## config.mk

```make
export PLATFORM = sky130hd
export DESIGN_NAME = rv_wb_master_flat
export DESIGN_NICKNAME = d
export VERILOG_FILES = /design/src/rtl/rv_wb_master_if.sv /design/src/rtl/rv_wb_master.sv /design/src/flat_wrapper.sv
export SDC_FILE = /design/constraint.sdc
export NUM_CORES = 1
export LEC_CHECK = 0
export CORE_ASPECT_RATIO = 1.75
export CORE_UTILIZATION = 42
export CTS_CLUSTER_SIZE = 30
export DETAILED_ROUTE_END_ITERATION = 8
export PLACE_DENSITY_LB_ADDON = 0.3
export SLEW_MARGIN = 25
export SYNTH_ARGS = -nofsm -noshare
export SYNTH_HDL_FRONTEND = slang
export SYNTH_SLANG_ARGS = --single-unit
```

## constraint.sdc

```tcl
create_clock -name i_clk -period 2.2 [get_ports i_clk]
set_input_delay 0.22 -clock i_clk [delete_from_list [all_inputs] [get_ports i_clk]]
set_output_delay 0.22 -clock i_clk [all_outputs]
set_load 0.02 [all_outputs]
```

## src/rtl/rv_wb_master_if.sv

```systemverilog
// Signal bundle between the core's fetch/data requesters, rv_wb_master and the Wishbone interconnect.
// The master modport is the rv_wb_master side; the slave modport is the requester/interconnect side.
interface rv_wb_master_if #(
  parameter int ADDR_WIDTH = 32,
  parameter int DATA_WIDTH = 32
);
  // Handshake: a requester raises *_req with its address/data and holds them unchanged until its own
  // ack/err pulses for one cycle; it drops req in that same cycle or it is served again. Wishbone side
  // is classic: cyc/stb held until the slave answers with ack or err.
  logic                      i_if_req;
  logic [ADDR_WIDTH-1:0]     i_if_addr;
  logic                      o_if_ack;
  logic                      o_if_err;
  logic                      i_d_req;
  logic [ADDR_WIDTH-1:0]     i_d_addr;
  logic [DATA_WIDTH-1:0]     i_d_wdata;
  logic                      i_d_we;
  logic [DATA_WIDTH/8-1:0]   i_d_sel;
  logic                      o_d_ack;
  logic                      o_d_err;
  logic [DATA_WIDTH-1:0]     o_rdata;
  logic [ADDR_WIDTH-1:0]     o_wb_adr;
  logic [DATA_WIDTH-1:0]     o_wb_dat;
  logic                      o_wb_we;
  logic [DATA_WIDTH/8-1:0]   o_wb_sel;
  logic                      o_wb_stb;
  logic                      o_wb_cyc;
  logic [DATA_WIDTH-1:0]     i_wb_dat;
  logic                      i_wb_ack;
  logic                      i_wb_err;

  modport master (
    input  i_if_req, i_if_addr, i_d_req, i_d_addr, i_d_wdata, i_d_we, i_d_sel,
    input  i_wb_dat, i_wb_ack, i_wb_err,
    output o_if_ack, o_if_err, o_d_ack, o_d_err, o_rdata,
    output o_wb_adr, o_wb_dat, o_wb_we, o_wb_sel, o_wb_stb, o_wb_cyc
  );

  modport slave (
    output i_if_req, i_if_addr, i_d_req, i_d_addr, i_d_wdata, i_d_we, i_d_sel,
    output i_wb_dat, i_wb_ack, i_wb_err,
    input  o_if_ack, o_if_err, o_d_ack, o_d_err, o_rdata,
    input  o_wb_adr, o_wb_dat, o_wb_we, o_wb_sel, o_wb_stb, o_wb_cyc
  );
endinterface

```

## src/rtl/rv_wb_master.sv

```systemverilog
// Wishbone classic master shared by instruction fetch and data channels (data has fixed priority).
// Optional bus timeout: define RV_WB_TIMEOUT_EN to force an error after TIMEOUT_CYCLES in BUS.
module rv_wb_master #(
  parameter int ADDR_WIDTH     = 32,
  parameter int DATA_WIDTH     = 32,
  parameter int TIMEOUT_CYCLES = 255
) (
  input  logic                 i_clk,
  input  logic                 i_reset,
  rv_wb_master_if.master       bus,
  output logic [1:0]           o_state_dbg
);
  localparam int SEL_WIDTH = DATA_WIDTH / 8;

  localparam logic [1:0] ST_IDLE = 2'd0;
  localparam logic [1:0] ST_BUS  = 2'd1;
  localparam logic [1:0] ST_RESP = 2'd2;

  logic [1:0]            state_q,  state_d;
  logic                  owner_d_q, owner_d_d;
  logic                  cyc_q,    cyc_d;
  logic [ADDR_WIDTH-1:0] adr_q,    adr_d;
  logic [DATA_WIDTH-1:0] dat_q,    dat_d;
  logic                  we_q,     we_d;
  logic [SEL_WIDTH-1:0]  sel_q,    sel_d;
  logic [DATA_WIDTH-1:0] rdata_q,  rdata_d;
  logic                  if_ack_q, if_ack_d;
  logic                  if_err_q, if_err_d;
  logic                  d_ack_q,  d_ack_d;
  logic                  d_err_q,  d_err_d;
  logic                  timeout_hit;
  logic                  term_err;

`ifdef RV_WB_TIMEOUT_EN
  localparam int TMR_W = $clog2(TIMEOUT_CYCLES + 1);
  logic [TMR_W-1:0] timer_q, timer_d;

  // Timer holds zero outside BUS, so it is already cleared on BUS entry.
  assign timeout_hit = (state_q == ST_BUS) && (timer_q == TMR_W'(TIMEOUT_CYCLES - 1));
  assign timer_d     = (state_q == ST_BUS) ? timer_q + TMR_W'(1) : '0;

  always_ff @(posedge i_clk) begin
    if (i_reset) timer_q <= '0;
    else         timer_q <= timer_d;
  end
`else
  logic unused_timeout_cfg;
  assign unused_timeout_cfg = ^TIMEOUT_CYCLES;
  assign timeout_hit        = 1'b0;
`endif

  always_comb begin
    state_d   = state_q;
    owner_d_d = owner_d_q;
    cyc_d     = cyc_q;
    adr_d     = adr_q;
    dat_d     = dat_q;
    we_d      = we_q;
    sel_d     = sel_q;
    rdata_d   = rdata_q;
    if_ack_d  = 1'b0;
    if_err_d  = 1'b0;
    d_ack_d   = 1'b0;
    d_err_d   = 1'b0;
    term_err  = 1'b0;
    case (state_q)
      ST_IDLE: begin
        if (bus.i_d_req) begin
          owner_d_d = 1'b1;
          cyc_d     = 1'b1;
          adr_d     = bus.i_d_addr;
          dat_d     = bus.i_d_wdata;
          we_d      = bus.i_d_we;
          sel_d     = bus.i_d_sel;
          state_d   = ST_BUS;
        end else if (bus.i_if_req) begin
          owner_d_d = 1'b0;
          cyc_d     = 1'b1;
          adr_d     = bus.i_if_addr;
          dat_d     = '0;
          we_d      = 1'b0;
          sel_d     = '1;
          state_d   = ST_BUS;
        end
      end
      ST_BUS: begin
        // ERR beats ACK; a timeout only counts when the slave is silent.
        if (bus.i_wb_ack || bus.i_wb_err || timeout_hit) begin
          term_err = bus.i_wb_err || (timeout_hit && !bus.i_wb_ack);
          cyc_d    = 1'b0;
          state_d  = ST_RESP;
          if_ack_d = !owner_d_q && !term_err;
          if_err_d = !owner_d_q &&  term_err;
          d_ack_d  =  owner_d_q && !term_err;
          d_err_d  =  owner_d_q &&  term_err;
          if (!term_err && !we_q) rdata_d = bus.i_wb_dat;
        end
      end
      ST_RESP: state_d = ST_IDLE;
      default: state_d = ST_IDLE;
    endcase
  end

  always_ff @(posedge i_clk) begin
    if (i_reset) begin
      state_q   <= ST_IDLE;
      owner_d_q <= 1'b0;
      cyc_q     <= 1'b0;
      adr_q     <= '0;
      dat_q     <= '0;
      we_q      <= 1'b0;
      sel_q     <= '0;
      rdata_q   <= '0;
      if_ack_q  <= 1'b0;
      if_err_q  <= 1'b0;
      d_ack_q   <= 1'b0;
      d_err_q   <= 1'b0;
    end else begin
      state_q   <= state_d;
      owner_d_q <= owner_d_d;
      cyc_q     <= cyc_d;
      adr_q     <= adr_d;
      dat_q     <= dat_d;
      we_q      <= we_d;
      sel_q     <= sel_d;
      rdata_q   <= rdata_d;
      if_ack_q  <= if_ack_d;
      if_err_q  <= if_err_d;
      d_ack_q   <= d_ack_d;
      d_err_q   <= d_err_d;
    end
  end

  assign bus.o_wb_cyc = cyc_q;
  assign bus.o_wb_stb = cyc_q;
  assign bus.o_wb_adr = adr_q;
  assign bus.o_wb_dat = dat_q;
  assign bus.o_wb_we  = we_q;
  assign bus.o_wb_sel = sel_q;
  assign bus.o_rdata  = rdata_q;
  assign bus.o_if_ack = if_ack_q;
  assign bus.o_if_err = if_err_q;
  assign bus.o_d_ack  = d_ack_q;
  assign bus.o_d_err  = d_err_q;
  assign o_state_dbg  = state_q;
endmodule
```

## src/flat_wrapper.sv

```systemverilog
// flat-port wrapper written by rule: the top's interface ports become plain ports
module rv_wb_master_flat 
#(
  parameter int ADDR_WIDTH     = 32,
  parameter int DATA_WIDTH     = 32,
  parameter int TIMEOUT_CYCLES = 255
)
  (i_clk, i_reset, o_state_dbg, bus_i_if_req, bus_i_if_addr, bus_i_d_req, bus_i_d_addr, bus_i_d_wdata, bus_i_d_we, bus_i_d_sel, bus_i_wb_dat, bus_i_wb_ack, bus_i_wb_err, bus_o_if_ack, bus_o_if_err, bus_o_d_ack, bus_o_d_err, bus_o_rdata, bus_o_wb_adr, bus_o_wb_dat, bus_o_wb_we, bus_o_wb_sel, bus_o_wb_stb, bus_o_wb_cyc);
  rv_wb_master_if #(.ADDR_WIDTH(ADDR_WIDTH), .DATA_WIDTH(DATA_WIDTH)) bus_i ();
  input  logic i_clk;
  input  logic i_reset;
  output logic [1:0] o_state_dbg;
  input wire logic [$bits(bus_i.i_if_req)-1:0] bus_i_if_req;
  input wire logic [$bits(bus_i.i_if_addr)-1:0] bus_i_if_addr;
  input wire logic [$bits(bus_i.i_d_req)-1:0] bus_i_d_req;
  input wire logic [$bits(bus_i.i_d_addr)-1:0] bus_i_d_addr;
  input wire logic [$bits(bus_i.i_d_wdata)-1:0] bus_i_d_wdata;
  input wire logic [$bits(bus_i.i_d_we)-1:0] bus_i_d_we;
  input wire logic [$bits(bus_i.i_d_sel)-1:0] bus_i_d_sel;
  input wire logic [$bits(bus_i.i_wb_dat)-1:0] bus_i_wb_dat;
  input wire logic [$bits(bus_i.i_wb_ack)-1:0] bus_i_wb_ack;
  input wire logic [$bits(bus_i.i_wb_err)-1:0] bus_i_wb_err;
  output wire logic [$bits(bus_i.o_if_ack)-1:0] bus_o_if_ack;
  output wire logic [$bits(bus_i.o_if_err)-1:0] bus_o_if_err;
  output wire logic [$bits(bus_i.o_d_ack)-1:0] bus_o_d_ack;
  output wire logic [$bits(bus_i.o_d_err)-1:0] bus_o_d_err;
  output wire logic [$bits(bus_i.o_rdata)-1:0] bus_o_rdata;
  output wire logic [$bits(bus_i.o_wb_adr)-1:0] bus_o_wb_adr;
  output wire logic [$bits(bus_i.o_wb_dat)-1:0] bus_o_wb_dat;
  output wire logic [$bits(bus_i.o_wb_we)-1:0] bus_o_wb_we;
  output wire logic [$bits(bus_i.o_wb_sel)-1:0] bus_o_wb_sel;
  output wire logic [$bits(bus_i.o_wb_stb)-1:0] bus_o_wb_stb;
  output wire logic [$bits(bus_i.o_wb_cyc)-1:0] bus_o_wb_cyc;
  assign bus_i.i_if_req = bus_i_if_req;
  assign bus_i.i_if_addr = bus_i_if_addr;
  assign bus_i.i_d_req = bus_i_d_req;
  assign bus_i.i_d_addr = bus_i_d_addr;
  assign bus_i.i_d_wdata = bus_i_d_wdata;
  assign bus_i.i_d_we = bus_i_d_we;
  assign bus_i.i_d_sel = bus_i_d_sel;
  assign bus_i.i_wb_dat = bus_i_wb_dat;
  assign bus_i.i_wb_ack = bus_i_wb_ack;
  assign bus_i.i_wb_err = bus_i_wb_err;
  assign bus_o_if_ack = bus_i.o_if_ack;
  assign bus_o_if_err = bus_i.o_if_err;
  assign bus_o_d_ack = bus_i.o_d_ack;
  assign bus_o_d_err = bus_i.o_d_err;
  assign bus_o_rdata = bus_i.o_rdata;
  assign bus_o_wb_adr = bus_i.o_wb_adr;
  assign bus_o_wb_dat = bus_i.o_wb_dat;
  assign bus_o_wb_we = bus_i.o_wb_we;
  assign bus_o_wb_sel = bus_i.o_wb_sel;
  assign bus_o_wb_stb = bus_i.o_wb_stb;
  assign bus_o_wb_cyc = bus_i.o_wb_cyc;
  rv_wb_master #(.ADDR_WIDTH(ADDR_WIDTH), .DATA_WIDTH(DATA_WIDTH), .TIMEOUT_CYCLES(TIMEOUT_CYCLES)) u_core (.i_clk(i_clk), .i_reset(i_reset), .bus(bus_i), .o_state_dbg(o_state_dbg));
endmodule
```

==> results.sh, run 1 <==
export IMPL_die_area_mm2=0.0112
export IMPL_hold_buffers=0
export IMPL_synth_largest_area_cell="dfxtp_1"
export IMPL_antenna_cells=0
export IMPL_vias_per_cell=5.20
export IMPL_r2r_slack_ns=0.59
export IMPL_irDropWorstVdd_mv=0.489
export IMPL_cts_max_level=3
export IMPL_required_ns=1.98
export IMPL_max_cap_violations=0
export IMPL_arrival_ns=1.57
export IMPL_dp_cells=819
export IMPL_port_buffers=247
export IMPL_antenna_found_initial=0
export IMPL_rr_endpoint="u_core.bus.o_rdata[25]"
export IMPL_synth_distinct_cells=27
export IMPL_start_util=0.435
export IMPL_tightest_slew_ns=0.672
export IMPL_clk_pin_slew_worst_paths_ns=0.07
export IMPL_pre_cts_slack_ns=0.342
export IMPL_crit_family="buffers and inverters"
export IMPL_yosys_warnings=0
export IMPL_synth_area_mm2=0.00451
export IMPL_min_delay_start="bus_i_d_req"
export IMPL_avgSynthCellArea_um2=9.41
export IMPL_nNetsFinal=842
export IMPL_synth_edff_count=0
export IMPL_postCtsSetupBuffers=0
export IMPL_cp_start_kind="register"
export IMPL_core_area_mm2=0.0104
export IMPL_drive_gt1_frac=0.0523
export IMPL_status="finished, final reports clean"
export IMPL_place_congestion=0.781
export IMPL_cpPeakStageDelay_ns=0.71
export IMPL_netlist_instances=479
export IMPL_max_freq_mhz=558
export IMPL_syn_nets=618
export IMPL_ctsLongestPathBuffers=2
export IMPL_fillers=811
export IMPL_die_y_um=139
export IMPL_cts_buffers=9
export IMPL_crit_path_cell_trace="clkdlybuf4s50_1"
export IMPL_drc=0
export IMPL_grt_pass1_vias=4460
export IMPL_async_flop_share=0
export IMPL_synth_top_cell_area_share=0.484
export IMPL_crit_type="reg -> out"
export IMPL_period_minus_slack_ns=1.79
export IMPL_crit_buf_inv=1
export IMPL_whs_ns=0.351
export IMPL_die_w_um=80.3
export IMPL_min_path_type="in -> reg"
export IMPL_holdPathStages=3
export IMPL_track_usage=0.252
export IMPL_finalCritPeriodShare=0.814
export IMPL_drt_initial_drc_count=165
export IMPL_stdcell_count=835
export IMPL_multi_input_comb_area_mm2=0.00212
export IMPL_end_kind="output pin"
export IMPL_cts_sinks=109
export IMPL_ys_seq_area_frac=0.484
export IMPL_leakage_uw=0.00268
export IMPL_hold_viol_final=0
export IMPL_cts_repair_resized=0
export IMPL_seqCellArea_mm2=0.00218
export IMPL_ys_top_cells_by_count="dfxtp_1 (109), a21oi_1 (71), mux2i_1 (64), nand2b_1 (64), nand2_1 (33)"
export IMPL_cts_tree="built"
export IMPL_grt_max_degree=82
export IMPL_rsz0062_at_grt="no"
export IMPL_slowest_stage="clkdlybuf4s50_1"
export IMPL_finalSetupViolCount=0
export IMPL_grt_remaining_overflow=0
export IMPL_max_slew_margin=0.552
export IMPL_first_pass_iters=4
export IMPL_num_rows=49
export IMPL_wl_um=14000
export IMPL_clock_latency_ns=0.34
export IMPL_rr_startpoint="u_core.o_state_dbg[0]"
export IMPL_vias=4339
export IMPL_wl_per_cell_um=16.8
export IMPL_clock_skew_ns=0.00607
export IMPL_yosys_register_bits=109
export IMPL_root_buffer="clkbuf_16"
export IMPL_ios=248
export IMPL_area_growth_pct=62.6
export IMPL_synth_most_common_cell="dfxtp_1"
export IMPL_hold_path_endpoint="u_core.bus.o_wb_adr[29]"
export IMPL_antenna_left=0
export IMPL_powerDensity_mw_per_mm2=687
export IMPL_grt_pass1_wl_um=21900
export IMPL_r2r_cells=4
export IMPL_dp_hpwl_um=10100
export IMPL_setup_tns_final_ns=0
export IMPL_final_max_slew_viol_count=0
export IMPL_path_max_fanout=6
export IMPL_setup_ws_ns=0.409
export IMPL_synthFlopType="dfxtp_1"
export IMPL_synth_area_top_cells="dfxtp_1 (48%), mux2i_1 (14%), nand2b_1 (8.9%)"
how the worst max path moves through the flow:
stage / from / to / slack (ns) / cells after the start
floorplan: u_core.o_state_dbg[0] / u_core.bus.o_rdata[0] / 0.66 / 4
global placement: bus_i_if_req / u_core.bus.o_wb_adr[2] / 0.42 / 4
detailed placement: bus_i_if_req / u_core.bus.o_wb_adr[10] / 0.34 / 4
CTS: u_core.o_state_dbg[0] / o_state_dbg[0] / 0.39 / 1
global route: u_core.o_state_dbg[0] / o_state_dbg[0] / 0.36 / 1
finish: u_core.o_state_dbg[0] / o_state_dbg[0] / 0.41 / 1
per-layer routing:
metal  global-route usage  vias up  wire length [µm]
met1                0.266     1994              5240
met3               0.0704       49               974
met2                0.447      183              7150
met5                    0        -                 0
met4                0.125        0               656
li1                     -     2113                 -
logic make-up after synthesis:
family | after synthesis | synth area share
AOI/OAI and AO/OA | 138 | 0.172
buffers and inverters | 45 | 0.0469
DFF | 109 | 0.484
muxes | 64 | 0.142
and+or+nand+nor | 123 | 0.154
power breakdown:
| group | switching [µW] | internal, µW | leakage (µW) | total (µW) |
|---|---|---|---|---|
| registers | 79.5 | 2110 | 0.000894 | 2190 |
| clock network | 702 | 945 | 0.000148 | 1650 |
| logic | 573 | 623 | 0.00164 | 1200 |
registers in the layout, indices dropped and copies added, names as in the netlist:
register             flops
u_core.bus.o_wb_dat     32
u_core.owner_d_q         1
u_core.bus.o_if_err      1
u_core.bus.o_wb_cyc      1
u_core.bus.o_wb_we       1
u_core.o_state_dbg       2
u_core.bus.o_d_ack       1
u_core.bus.o_wb_sel      4
u_core.bus.o_if_ack      1
u_core.bus.o_wb_adr     32
u_core.bus.o_rdata      32
u_core.bus.o_d_err       1
through the flow:
| step | area (µm²) | power (µW) | util |
|---|---|---|---|
| final | 7330 | 5040 | 0.707 |
| after global routing | 7330 | 5260 | 0.707 |
| after CTS | 7330 | 5080 | 0.707 |
| after detailed placement | 7020 | 3430 | 0.677 |
| after global placement | 7020 | 3400 | 0.677 |
| after floorplan | 4510 | 2790 | - |
area by class of cell:
class | instances | share of cell area
Inverter | 2 | 0.00102
Clock inverter | 5 | 0.00802
Multi-Input combinational cell | 325 | 0.290
Sequential cell | 109 | 0.298
Tap cell | 127 | 0.0217
Timing Repair Buffer | 256 | 0.347
Clock buffer | 11 | 0.0345
placed cells by master (no fill, tap or decap), types with 3 or more instances in the layout:
| cell | Yosys | layout |
|---|---|---|
| nor2_2 | 1 | 3 |
| nor3_1 | 6 | 6 |
| a211oi_1 | 32 | 32 |
| buf_4 | 3 | 9 |
| o21ai_0 | 31 | 31 |
| a21oi_1 | 71 | 71 |
| clkbuf_16 | 0 | 9 |
| nand2_1 | 33 | 33 |
| nor2_1 | 9 | 7 |
| nand2b_1 | 64 | 64 |
| clkdlybuf4s50_1 | 0 | 245 |
| o21ai_1 | 3 | 3 |
| mux2i_1 | 64 | 64 |
| dfxtp_1 | 109 | 109 |
Power figures use the tool's default switching activity.
==> run 2, diff against run 1 <==
--- a/config.mk
+++ b/config.mk
@@ -6,7 +6,7 @@
 export NUM_CORES = 1
 export LEC_CHECK = 0
 export CORE_ASPECT_RATIO = 1.75
-export CORE_UTILIZATION = 42
+export CORE_UTILIZATION = 35
 export CTS_CLUSTER_SIZE = 30
 export DETAILED_ROUTE_END_ITERATION = 8
 export PLACE_DENSITY_LB_ADDON = 0.3
==> constraint.sdc (replaced) <==
create_clock -name i_clk -period 1.6 [get_ports i_clk]
set_input_delay 0.16 -clock i_clk [delete_from_list [all_inputs] [get_ports i_clk]]
set_output_delay 0.16 -clock i_clk [all_outputs]
set_load 0.02 [all_outputs]
==> run 2 against run 1 <==
Clock skew hardly changed. Sequential power is 37% higher. First-iteration DRC count is 21% lower. Sequential cell count stayed put. Die area is 20% higher. Worst hold slack worse by 0.067 ns. Largest cell class unchanged.
==> results.sh, run 2 (synthesized netlist as in run 1, its figures left out) <==
export IMPL_layout_commonest_cell="clkdlybuf4s50_1"
export IMPL_rr_startpoint="u_core.o_state_dbg[0]"
export IMPL_antenna_cells=0
export IMPL_port_buffers=247
export IMPL_wl_per_cell_um=15.8
export IMPL_leakage_uw=0.00277
export IMPL_hold_viol_final=0
export IMPL_grt_remaining_overflow=0
export IMPL_required_ns=1.44
export IMPL_cts_sinks=109
export IMPL_core_area_mm2=0.0125
export IMPL_max_slew_margin=0.801
export IMPL_dpl_instance_area_mm2=0.00720
export IMPL_tightest_slew_ns=0.298
export IMPL_area_growth_pct=66.8
export IMPL_cts_tree="built"
export IMPL_num_rows=54
export IMPL_ios=248
export IMPL_finalCritPeriodShare=0.956
export IMPL_postCtsSetupBuffers=0
export IMPL_clock_skew_ns=0.00613
export IMPL_dp_hpwl_um=10400
export IMPL_antenna_left=0
export IMPL_cp_start_kind="register"
export IMPL_layout_common_cells="clkdlybuf4s50_1 (242), dfxtp_1 (109), a21oi_1 (71)"
export IMPL_r2r_cells=5
export IMPL_finalSetupViolCount=0
export IMPL_max_freq_mhz=654
export IMPL_grt_pass1_wl_um=21800
export IMPL_crit_type="reg -> out"
export IMPL_ctsLongestPathBuffers=2
export IMPL_startpoint="u_core.bus.o_wb_cyc"
export IMPL_status="finished, final reports clean"
export IMPL_place_congestion=0.792
export IMPL_drive_gt1_frac=0.0562
export IMPL_max_cap_violations=0
export IMPL_whs_ns=0.284
export IMPL_cpPeakStageDelay_ns=0.66
export IMPL_final_max_slew_viol_count=0
export IMPL_min_path_type="in -> reg"
export IMPL_drc=0
export IMPL_hold_buffers=0
export IMPL_root_buffer="clkbuf_16"
export IMPL_cts_max_level=3
export IMPL_die_area_mm2=0.0133
export IMPL_irDropWorstVdd_mv=0.574
export IMPL_clock_latency_ns=0.34
export IMPL_crit_end="bus_o_wb_cyc"
export IMPL_crit_family="buffers and inverters"
export IMPL_vias=4334
export IMPL_setup_tns_final_ns=0
export IMPL_rsz0062_at_grt="no"
export IMPL_crit_path_cell_trace="clkdlybuf4s50_1"
export IMPL_die_y_um=152
export IMPL_min_delay_start="bus_i_d_req"
export IMPL_fin_area_mm2=0.00752
export IMPL_drt_initial_drc_count=131
export IMPL_cts_buffers=9
export IMPL_period_minus_slack_ns=1.53
export IMPL_nNetsFinal=846
export IMPL_die_w_um=87.8
export IMPL_start_util=0.360
export IMPL_slowest_stage="clkdlybuf4s50_1"
export IMPL_clk_pin_slew_worst_paths_ns=0.07
export IMPL_crit_cells=1
export IMPL_path_max_fanout=3
export IMPL_end_kind="output pin"
export IMPL_grt_pass1_vias=4347
export IMPL_rr_endpoint="u_core.bus.o_wb_dat[29]"
export IMPL_track_usage=0.209
export IMPL_arrival_ns=1.37
export IMPL_grt_max_degree=60
export IMPL_powerDensity_mw_per_mm2=931
export IMPL_vias_per_cell=4.93
export IMPL_crit_buf_inv=1
export IMPL_r2r_slack_ns=0.19
export IMPL_first_pass_iters=4
export IMPL_wl_um=13900
export IMPL_antenna_found_initial=0
-- run 2: changes by cell type in the layout (fill, tap and decap cells not counted), moves of 2 or more --
| cell | before | now |
|---|---|---|
| buf_12 | 1 | 9 |
| buf_4 | 9 | 4 |
| clkdlybuf4s50_1 | 245 | 242 |
| dlymetal6s2s_1 | 0 | 2 |
-- run 2: timing repair --
action | in CTS | in global routing
endpoints found under the setup margin | 1 | 7
gates resized for setup | 1 | 3
pin swaps | 0 | 0
hold endpoints to repair | 0 | 0
-- run 2: area by class of cell --
cell class / count / area [µm²]
Multi-Input combinational cell: 325 / 2120
Clock inverter: 4 / 53.8
Inverter: 2 / 7.51
Tap cell: 168 / 210
Fill cell: 1054 / 4980
Sequential cell: 109 / 2180
Clock buffer: 12 / 256
Timing Repair Buffer: 260 / 2680
-- run 2: per-layer routing --
layer	up-vias	track usage	routed length (µm)
li1	2121	-	-
met1	2019	0.222	5110
met2	167	0.375	7430
met3	27	0.0559	1000
met4	0	0.0913	401
met5	-	0	0
-- run 2: power breakdown --
part / internal (µW) / switching, µW
clock: 1310 / 982
sequential: 2900 / 101
combinational: 905 / 797
-- run 2: worst min-delay path by stage --
stage / endpoint / depth (start not counted) / slack [ns]
floorplan: u_core.bus.o_d_ack / 1 / 0.24
detailed placement: u_core.bus.o_rdata[31] / 2 / 0.46
CTS: u_core.bus.o_wb_adr[28] / 3 / 0.29
global route: u_core.bus.o_wb_adr[27] / 3 / 0.31
global placement: u_core.bus.o_wb_dat[21] / 2 / 0.46
finish: u_core.bus.o_wb_adr[28] / 3 / 0.28
-- run 2: metrics by stage --
step	power [µW]	instances	utilization	setup WS, ns
detailed placement	4780	864	0.576	0.0441
CTS	7070	880	0.601	0.00235
global route	7320	880	0.601	0.00532
global placement	4740	864	0.576	0.0794
finish	7000	880	0.601	0.0707
floorplan	3840	479	-	0.0611
==> run 3, diff against run 2 <==
--- a/config.mk
+++ b/config.mk
@@ -9,6 +9,7 @@
 export CORE_UTILIZATION = 35
 export CTS_CLUSTER_SIZE = 30
 export DETAILED_ROUTE_END_ITERATION = 8
+export MAX_ROUTING_LAYER = met4
 export PLACE_DENSITY_LB_ADDON = 0.3
 export SLEW_MARGIN = 25
 export SYNTH_ARGS = -nofsm -noshare
==> run 3 against run 2 <==
Die area unchanged. Register-to-register slack about the same. Non-clock buffer count unchanged. First-iteration DRC count up 15%. Clock skew about the same. Global-route usage up 0.63 points. Via count down 0.35%. Sequential cell count unchanged. Setup slack worse by 0.0019 ns.
==> results.sh, run 3 (synthesized netlist as in run 1, its figures left out) <==
export IMPL_slowest_stage="clkdlybuf4s50_1"
export IMPL_max_slew_margin=0.801
export IMPL_cp_start_kind="register"
export IMPL_min_path_type="in -> reg"
export IMPL_irDropWorstVdd_mv=0.571
export IMPL_wl_um=14000
export IMPL_crit_type="reg -> out"
export IMPL_crit_buf_inv=1
export IMPL_drt_initial_drc_count=151
export IMPL_port_buffers=247
export IMPL_first_pass_iters=6
export IMPL_layout_commonest_cell="clkdlybuf4s50_1"
export IMPL_grt_pass1_vias=4353
export IMPL_fillers=1054
export IMPL_antenna_found_initial=0
export IMPL_final_util=0.601
export IMPL_max_cap_violations=0
export IMPL_root_buffer="clkbuf_16"
export IMPL_end_kind="output pin"
export IMPL_hold_buffers=0
export IMPL_setup_tns_final_ns=0
export IMPL_setup_ws_ns=0.0688
export IMPL_dp_hpwl_um=10400
export IMPL_arrival_ns=1.37
export IMPL_vias=4319
export IMPL_cts_sinks=109
export IMPL_status="finished, final reports clean"
export IMPL_ios=248
export IMPL_cts_repair_resized=1
export IMPL_track_usage=0.215
export IMPL_antenna_left=0
export IMPL_dpl_instance_area_mm2=0.00720
export IMPL_area_growth_pct=66.8
export IMPL_place_congestion=0.803
export IMPL_core_area_mm2=0.0125
export IMPL_cts_buffers=9
export IMPL_die_w_um=87.8
export IMPL_tightest_slew_ns=0.298
export IMPL_rsz0062_at_grt="no"
export IMPL_postCtsSetupBuffers=0
export IMPL_cpPeakStageDelay_ns=0.66
export IMPL_grt_remaining_overflow=0
export IMPL_crit_path_cell_trace="clkdlybuf4s50_1"
export IMPL_finalPower_uw=7000
export IMPL_hold_viol_final=0
export IMPL_start_util=0.360
export IMPL_num_rows=54
export IMPL_die_area_mm2=0.0133
export IMPL_clk_pin_slew_worst_paths_ns=0.07
export IMPL_drive_gt1_frac=0.0562
export IMPL_max_freq_mhz=653
export IMPL_required_ns=1.44
export IMPL_finalCritPeriodShare=0.957
export IMPL_ctsLongestPathBuffers=2
export IMPL_die_y_um=152
export IMPL_final_max_slew_viol_count=0
export IMPL_cts_tree="built"
export IMPL_drc=0
export IMPL_fin_area_mm2=0.00752
export IMPL_period_minus_slack_ns=1.53
export IMPL_wl_per_cell_um=15.9
export IMPL_vias_per_cell=4.91
export IMPL_path_max_fanout=3
export IMPL_antenna_cells=0
export IMPL_powerDensity_mw_per_mm2=931
export IMPL_crit_family="buffers and inverters"
export IMPL_finalSetupViolCount=0
export IMPL_leakage_uw=0.00277
export IMPL_pre_cts_slack_ns=0.0441
export IMPL_grt_pass1_wl_um=21700
export IMPL_cts_max_level=3
export IMPL_layout_common_cells="clkdlybuf4s50_1 (242), dfxtp_1 (109), a21oi_1 (71)"
export IMPL_nNetsFinal=846
export IMPL_clock_skew_ns=0.00663
export IMPL_grt_max_degree=60
export IMPL_clock_latency_ns=0.34
==> run 3: cell counts in the layout (fill, tap and decap cells not counted) <==
No cell type changed its count.
==> run 3: report_power, final <==
group          switching (µW)  internal [µW]  leakage, µW
logic                     797            905      0.00173
clock network             982           1310     0.000145
registers                 100           2900     0.000894
total                    1880           5120      0.00277
==> run 3: cell type report <==
class	count	area, µm²	share of cell area
timing repair buffer	260	2680	0.357
sequential	109	2180	0.290
multi-input combinational	325	2120	0.283
clock buffer	12	256	0.0341
tap	168	210	0.0280
clock inverter	4	53.8	0.00716
inverter	2	7.51	0.000999
==> run 3: routing by layer <==
metal / share of wire / wire [µm] / vias to the layer above / GRT usage
met5: 0 / 0 / - / -
met4: 0.027 / 372 / 0 / 0.0913
met3: 0.063 / 877 / 25 / 0.0435
met2: 0.54 / 7490 / 163 / 0.377
met1: 0.37 / 5210 / 2009 / 0.229
li1: - / - / 2122 / -
==> run 3: per-stage QoR <==
step | cells | hold slack (ns)
after CTS | 880 | 0.285
after floorplan | 479 | 0.236
after detailed placement | 864 | 0.461
final | 880 | 0.285
after global placement | 864 | 0.457
after global routing | 880 | 0.307
==> run 3: worst paths after layout <==
check                               from                 endpoint  slack (ns)  cells after the start
hold reg to reg   u_core.bus.o_rdata[11]   u_core.bus.o_rdata[11]        0.47                      2
setup / recovery     u_core.bus.o_wb_cyc             bus_o_wb_cyc        0.07                      1
setup reg to reg   u_core.o_state_dbg[0]  u_core.bus.o_wb_dat[29]        0.19                      5
hold / removal               bus_i_d_req  u_core.bus.o_wb_adr[28]        0.29                      3
